<file path="src/rtl/fetch_pkg.sv">
// Shared types and constants for the dual-bank instruction fetch sequencer.
// Bank 0 holds even halfwords and bank 1 holds odd halfwords.
package fetch_pkg;

    typedef enum logic [1:0] {
        BOOT = 2'd0,
        RUN  = 2'd1,
        HALT = 2'd2
    } fetch_state_e;

    localparam logic [15:0] THUMB_NOP    = 16'hBF00;
    localparam logic [15:0] THUMB_B_SELF = 16'hE7FE;

    // IR_0 mux codes; SEL0_IR1 exists in the ROM but the sequencer never selects it.
    localparam logic [1:0] SEL0_BANK0 = 2'd0;
    localparam logic [1:0] SEL0_IR1   = 2'd1;
    localparam logic [1:0] SEL0_BANK1 = 2'd2;

    // First halfword of a 32-bit Thumb instruction: top five bits 11101, 11110 or 11111.
    function automatic logic is_thumb32_prefix(input logic [15:0] hw);
        return (hw[15:13] == 3'b111) && (hw[12:11] != 2'b00);
    endfunction

endpackage

</file>
<file path="src/rtl/fetch_rom_map.sv">
// Maps a halfword fetch address onto the dual-bank ROM index, parity and
// output mux selects so both alignments deliver two consecutive halfwords.
module fetch_rom_map
    import fetch_pkg::*;
#(
    parameter int HADDR_W = 15
) (
    input  logic [HADDR_W-1:0] i_fhpc,
    output logic [HADDR_W-2:0] o_rom_addr,
    output logic               o_pc_1,
    output logic [1:0]         o_sel_mem_0,
    output logic               o_sel_mem_1
);

    logic w_odd;

    assign w_odd       = i_fhpc[0];
    assign o_rom_addr  = i_fhpc[HADDR_W-1:1];
    assign o_pc_1      = w_odd;
    // Odd alignment: first halfword comes from bank 1, second from bank 0 at index+1.
    assign o_sel_mem_0 = w_odd ? SEL0_BANK1 : SEL0_BANK0;
    assign o_sel_mem_1 = ~w_odd;

endmodule

</file>
<file path="src/rtl/fetch_controller.sv">
// Instruction fetch sequencer: tracks the halfword PC, drives the ROM, and
// holds a two-slot issue buffer with Thumb-32 pairing and branch redirects.
module fetch_controller
    import fetch_pkg::*;
#(
    parameter int                  HADDR_W   = 15,
    parameter logic [HADDR_W-1:0]  RESET_HPC = '0
) (
    input  logic               clk,
    input  logic               rst_n,
    output logic [HADDR_W-2:0] Rom_addr_in,
    output logic               pc_1,
    output logic               sel_mem_1,
    output logic [1:0]         sel_mem_0,
    input  logic [15:0]        IR_0,
    input  logic [15:0]        IR_1,
    input  logic [1:0]         issue_cnt,
    input  logic               redirect_valid,
    input  logic [HADDR_W-1:0] redirect_hpc,
    output logic [15:0]        ir0,
    output logic [15:0]        ir1,
    output logic               v0,
    output logic               v1,
    output logic               is32,
    output logic [HADDR_W-1:0] buf_hpc,
    output logic               halted,
    output logic               err,
    output fetch_state_e       dbg_state
);

    fetch_state_e       r_state;
    fetch_state_e       w_next_state;
    logic [15:0]        r_ir0;
    logic [15:0]        r_ir1;
    logic [HADDR_W-1:0] r_buf_hpc;
    logic               r_err;

    logic               w_v0;
    logic               w_v1;
    logic               w_is32;
    logic [1:0]         w_len0;
    logic               w_legal;
    logic [1:0]         w_eff_cnt;
    logic               w_hit_b_self;
    logic               w_load;
    logic [HADDR_W-1:0] w_fhpc;

    assign w_v0   = (r_state == RUN);
    assign w_is32 = w_v0 && is_thumb32_prefix(r_ir0);
    // A lone prefix in slot 1 stays invalid and is refetched as slot 0 later.
    assign w_v1   = w_v0 && !w_is32 && !is_thumb32_prefix(r_ir1);
    assign w_len0 = w_is32 ? 2'd2 : 2'd1;

    assign w_legal   = (issue_cnt == 2'd0) ||
                       (w_v0 && ((issue_cnt == w_len0) || (issue_cnt == 2'd2 && w_v1)));
    assign w_eff_cnt = w_legal ? issue_cnt : 2'd0;

    assign w_hit_b_self = ((w_eff_cnt != 2'd0) && (r_ir0 == THUMB_B_SELF)) ||
                          ((w_eff_cnt == 2'd2) && !w_is32 && (r_ir1 == THUMB_B_SELF));

    always_comb begin
        w_fhpc = r_buf_hpc + {{(HADDR_W-2){1'b0}}, w_eff_cnt};
        if (redirect_valid) begin
            w_fhpc = redirect_hpc;
        end else if (r_state == BOOT) begin
            w_fhpc = RESET_HPC;
        end
    end

    // HALT freezes the buffer; in that state w_fhpc already equals the last fetch address.
    assign w_load = redirect_valid || (r_state != HALT);

    always_comb begin
        w_next_state = r_state;
        case (r_state)
            BOOT:    w_next_state = RUN;
            RUN:     if (w_hit_b_self) w_next_state = HALT;
            HALT:    w_next_state = HALT;
            default: w_next_state = BOOT;
        endcase
        if (redirect_valid) begin
            w_next_state = RUN;
        end
    end

    always_ff @(posedge clk or negedge rst_n) begin
        if (!rst_n) begin
            r_state   <= BOOT;
            r_ir0     <= 16'h0000;
            r_ir1     <= 16'h0000;
            r_buf_hpc <= RESET_HPC;
            r_err     <= 1'b0;
        end else begin
            r_state <= w_next_state;
            if (w_load) begin
                r_ir0     <= IR_0;
                r_ir1     <= IR_1;
                r_buf_hpc <= w_fhpc;
            end
            if (!w_legal) begin
                r_err <= 1'b1;
            end
        end
    end

    fetch_rom_map #(
        .HADDR_W (HADDR_W)
    ) u_rom_map (
        .i_fhpc      (w_fhpc),
        .o_rom_addr  (Rom_addr_in),
        .o_pc_1      (pc_1),
        .o_sel_mem_0 (sel_mem_0),
        .o_sel_mem_1 (sel_mem_1)
    );

    assign ir0       = r_ir0;
    assign ir1       = r_ir1;
    assign v0        = w_v0;
    assign v1        = w_v1;
    assign is32      = w_is32;
    assign buf_hpc   = r_buf_hpc;
    assign halted    = (r_state == HALT);
    assign err       = r_err;
    assign dbg_state = r_state;

endmodule

</file>
<file path="config.mk">
export PLATFORM = sky130hd
export DESIGN_NAME = fetch_controller
export DESIGN_NICKNAME = d
export VERILOG_FILES = /design/src/rtl/fetch_pkg.sv /design/src/rtl/fetch_rom_map.sv /design/src/rtl/fetch_controller.sv
export SDC_FILE = /design/constraint.sdc
export NUM_CORES = 1
export LEC_CHECK = 0
export BUFFER_PORTS_ARGS = -buffer_cell sky130_fd_sc_hd__buf_2
export CAP_MARGIN = 20
export CORE_UTILIZATION = 35
export CTS_CLUSTER_DIAMETER = 120
export DETAILED_ROUTE_END_ITERATION = 8
export SLEW_MARGIN = 10
export SYNTH_ARGS = -nofsm -noshare
export SYNTH_HDL_FRONTEND = slang
export SYNTH_SLANG_ARGS = --single-unit
</file>
<file path="constraint.sdc">
create_clock -name clk -period 2.9 [get_ports clk]
set_input_delay 0.58 -clock clk [delete_from_list [all_inputs] [get_ports clk]]
set_output_delay 0.58 -clock clk [all_outputs]
set_load 0.05 [all_outputs]
</file>
==> impl_metrics.py <==
metrics = {
    "outcome": {
        "status": "finished with violations",
        "violations": "negative setup slack",
    },
    "cts": {
        "cts_buffers": 5,
        "cts_num_sinks": 50,
        "clock_latency_ns": 0.31,
        "cts.clk_slew.worst_paths_ns": 0.10,
        "cts_buffer_depth": 2,
        "holdBufCountCts": 0,
        "cts_tree": "done",
        "htreeDepth": 2,
        "clockRootBuffer": "clkbuf_8",
    },
    "die": {
        "die_y_um": 93.60,
        "ioPinCount": 124,
        "die_x_um": 93.60,
        "num_rows": 33,
        "start_util_pct": 35.92,
        "die_area_um2": 8760,
        "core_um2": 8175,
    },
    "cells_and_area": {
        "fin_cells": 622,
        "layout_commonest_cell": "nand2_1",
        "finalInstanceArea_um2": 4482,
        "nFillCells": 805,
        "multiInputGateArea_um2": 1876,
        "area_growth_syn_to_layout_pct": 52.62,
        "antenna-diode-count": 0,
        "nets": 573,
        "drive_gt1_share_pct": 45.07,
        "regArea_um2": 1259,
        "final_cell_mix": "123 x nand2_1, 109 x buf_2, 47 x buf_4",
    },
    "critical_path": {
        "cp-end-kind": "output pin",
        "worstSetupPathType": "flop to output pin",
        "crit_arrival_ns": 2.50,
        "cp.required_ns": 2.32,
        "cp-start-kind": "flop",
        "crit_slowest_cell": "dfrtp_2",
        "path_cells": "inv_2 > ha_4 > and3b_2 > o21ai_4 > xnor2_2 > ha_4 > buf_4 > o211ai_1 > xor2_1 > o22ai_4 > buf_6",
        "path_delay_family": "XOR/XNOR gates",
        "cp_slowest_stage_delay_ns": 0.42,
        "path_max_fanout": 7,
        "cpMostUsedCell": "ha_4",
        "crit_buf_inv": 3,
    },
    "sta": {
        "slew-limit-headroom_pct": 55.80,
        "max_freq_ghz": 0.3245,
        "rsz0062_at_grt": "yes",
        "finClkSkew_ns": 0.008036,
        "hold_viol": 0,
        "drv_slew": 0,
        "tightest_slew_ns": 0.6630,
        "period_needed_ns": 3.082,
        "setup_viol_count_final": 12,
        "timing.final.ws_setup_ns": -0.1818,
        "fin_crit_sh_pct": 106.3,
    },
    "routing": {
        "drt_wl_total_um": 9483,
        "drcViolationCount": 0,
        "viasPerCell": 5.172,
        "detail_route.wl_per_cell_um": 15.25,
        "postRouteAntennaNets": 0,
        "drtPass1Iterations": 4,
        "num_vias": 3217,
        "initialDrtViolationCount": 143,
    },
    "min_path": {
        "min_path_type": "input pin to asynchronous set/reset pin",
    },
    "synth": {
        "synthArstFlopShare_pct": 100.0,
        "yosysTopAreaCell": "dfrtp_1",
        "ys.flop_type": "dfrtp_1",
        "yosysUniqueCellTypes": 56,
        "syn-instance-count": 360,
        "yosysWarnings": 0,
        "synth_top_area_share_pct": 42.61,
        "synth_edf_count": 0,
        "synth_seq_cells": 50,
        "avgSynthCellArea_um2": 8.157,
        "netlist_area_um2": 2937,
        "yosysSeqAreaShare_pct": 42.61,
        "synth.net_count": 417,
        "ys_top_cells_by_area": "dfrtp_1 43%, nand2_1 16%, ha_1 2.1%, clkbuf_1 1.9%, nor2_1 1.9%",
    },
    "run": {
        "maxCapViolCount": 0,
    },
    "power_and_ir_drop": {
        "p_int_mw": 1.699,
        "peakVddDrop_uv": 290.9,
        "p_seq_share_pct": 29.2,
        "p_clk_share_pct": 15.5,
        "pwr-share-comb_pct": 55.3,
        "p_sw_mw": 1.699,
        "leakage_nw": 2.171,
        "switching_share_pct": 50.01,
        "power_density_nw_per_um2": 758.2,
    },
    "placement": {
        "dp.cells": 597,
        "place_area_um2": 4013,
        "numPortBuffers": 122,
        "hpwl_um": 6757,
        "gp_congestion": 0.8762,
    },
    "grt": {
        "grt_pass1_wl_um": 15320,
        "grt_util_met2_pct": 37.75,
        "met1_usage_pct": 28.12,
        "antenna_found_initial": 0,
        "gr-usage-met3_pct": 4.878,
        "grt-ovfl-total": 0,
        "grt_start_max_net_pins": 51,
        "grt_pass1_vias": 3172,
        "grt.total_usage_pct": 22.45,
        "busiest_layer": "met2",
    },
}
## metal layers
metal  routed length [um]  part of all wire, %
met4                  220                  2.3
met5                    0                    0
met1                 4090                   43
met3                  673                  7.1
met2                 4498                   47
## timing repair
action / in CTS / in global routing
buffers inserted: 12 / 5
cloned: 0 / 0
setup endpoints to repair: 13 / 13
gates resized for setup: 43 / 9
pin swaps: 13 / 9
## stage by stage
step                      setup WS (ns)  utilization, %  hold slack, ns  setup TNS (ns)  total power [mW]
after floorplan                 -0.2011               -          0.2844          -1.181             2.225
after global placement         -0.06657           49.08          0.4585         -0.1699             2.671
after detailed placement        -0.1349           49.08          0.4694         -0.4558             2.695
after CTS                       -0.1940           53.73          0.3998         -0.9842             3.362
after global routing            -0.2767           54.82          0.4133          -2.478             3.573
final                           -0.1818           54.82          0.3692          -1.147             3.398
## worst reg2reg max path, cell delays in order, from the launching register on
cell	delay (ns)
dfrtp_2	0.42
inv_2	0.08
ha_4	0.14
and3b_2	0.21
o21ai_4	0.08
xnor2_2	0.19
ha_4	0.22
nor4b_4	0.06
buf_4	0.13
buf_4	0.12
nor4b_1	0.40
xnor2_1	0.11
a221oi_1	0.29
## cell usage after synthesis (2+ instances only)
| cell | number |
|---|---|
| dfrtp_1 | 50 |
| o22ai_1 | 2 |
| nand2_1 | 124 |
| o221ai_1 | 2 |
| mux2_2 | 2 |
| a2bb2oi_1 | 2 |
| o21ai_0 | 10 |
| o211ai_1 | 5 |
| nor2b_1 | 3 |
| ha_1 | 5 |
| a221oi_1 | 3 |
| a21o_1 | 2 |
| nor3_1 | 8 |
| nor4b_1 | 2 |
| or2_2 | 2 |
| nor2_1 | 15 |
| o31ai_1 | 2 |
| and2_1 | 4 |
| or3_1 | 4 |
| and3_1 | 5 |
| xor2_1 | 5 |
| buf_1 | 4 |
| a21oi_1 | 10 |
| a32oi_1 | 2 |
| clkbuf_1 | 15 |
| mux2i_1 | 3 |
| xnor2_1 | 6 |
| o2111ai_1 | 4 |
| nand3_1 | 10 |
| nand3b_1 | 2 |
| nor4_1 | 2 |
| nand4_1 | 7 |
| a211oi_1 | 2 |
| inv_1 | 9 |
| or4_1 | 2 |
| and4_1 | 3 |
| buf_4 | 2 |
| a211o_1 | 2 |
## state kept, by name (all words and copies together) (netlist names)
signal and count:
ir0 16, ir1 16, buf_hpc 15, dbg_state 2, err 1
## logic make-up after synthesis
kind of cell / Yosys count / synth area share, %
AOI/OAI and AO/OA: 61 / 15.55
xor gates and xnor gates: 11 / 3.281
adders and majority gates: 5 / 2.130
buffers and inverters: 30 / 4.090
DFF: 50 / 42.61
muxes: 6 / 2.301
other: 1 / 0.1277
and+or+nand+nor: 196 / 29.91
## area by class of cell
class                           instances  area share [%]
Sequential cell                        50           28.08
Multi-Input combinational cell        280           41.85
Clock buffer                            5           1.535
Timing Repair Buffer                  170           23.73
Tap cell                              105           2.931
Clock inverter                          3           1.061
Inverter                                9          0.8096
## worst paths after layout
check,from,to,slack (ns),cells after the start
worst max-delay path,dbg_state[1],Rom_addr_in[11],-0.18,11
worst min-delay path,rst_n,buf_hpc[8],0.37,2
worst max register to register,dbg_state[1],buf_hpc[10],0.36,12
worst min register to register,err,err,0.49,1
max in group asynchronous,rst_n,ir0[13],2.03,2
min in group clk,IR_1[5],ir1[5],0.46,3
## power groups by stage
stage / logic (mW) / clock network [mW] / registers (mW)
2_1_floorplan: 0.844 / 0 / 1.38
3_3_place_gp: 1.68 / 0 / 0.987
3_5_place_dp: 1.70 / 0 / 0.993
4_1_cts: 1.84 / 0.536 / 0.988
5_1_grt: 1.99 / 0.568 / 1.02
6_report: 1.88 / 0.525 / 0.994
Power figures use the tool's default switching activity.
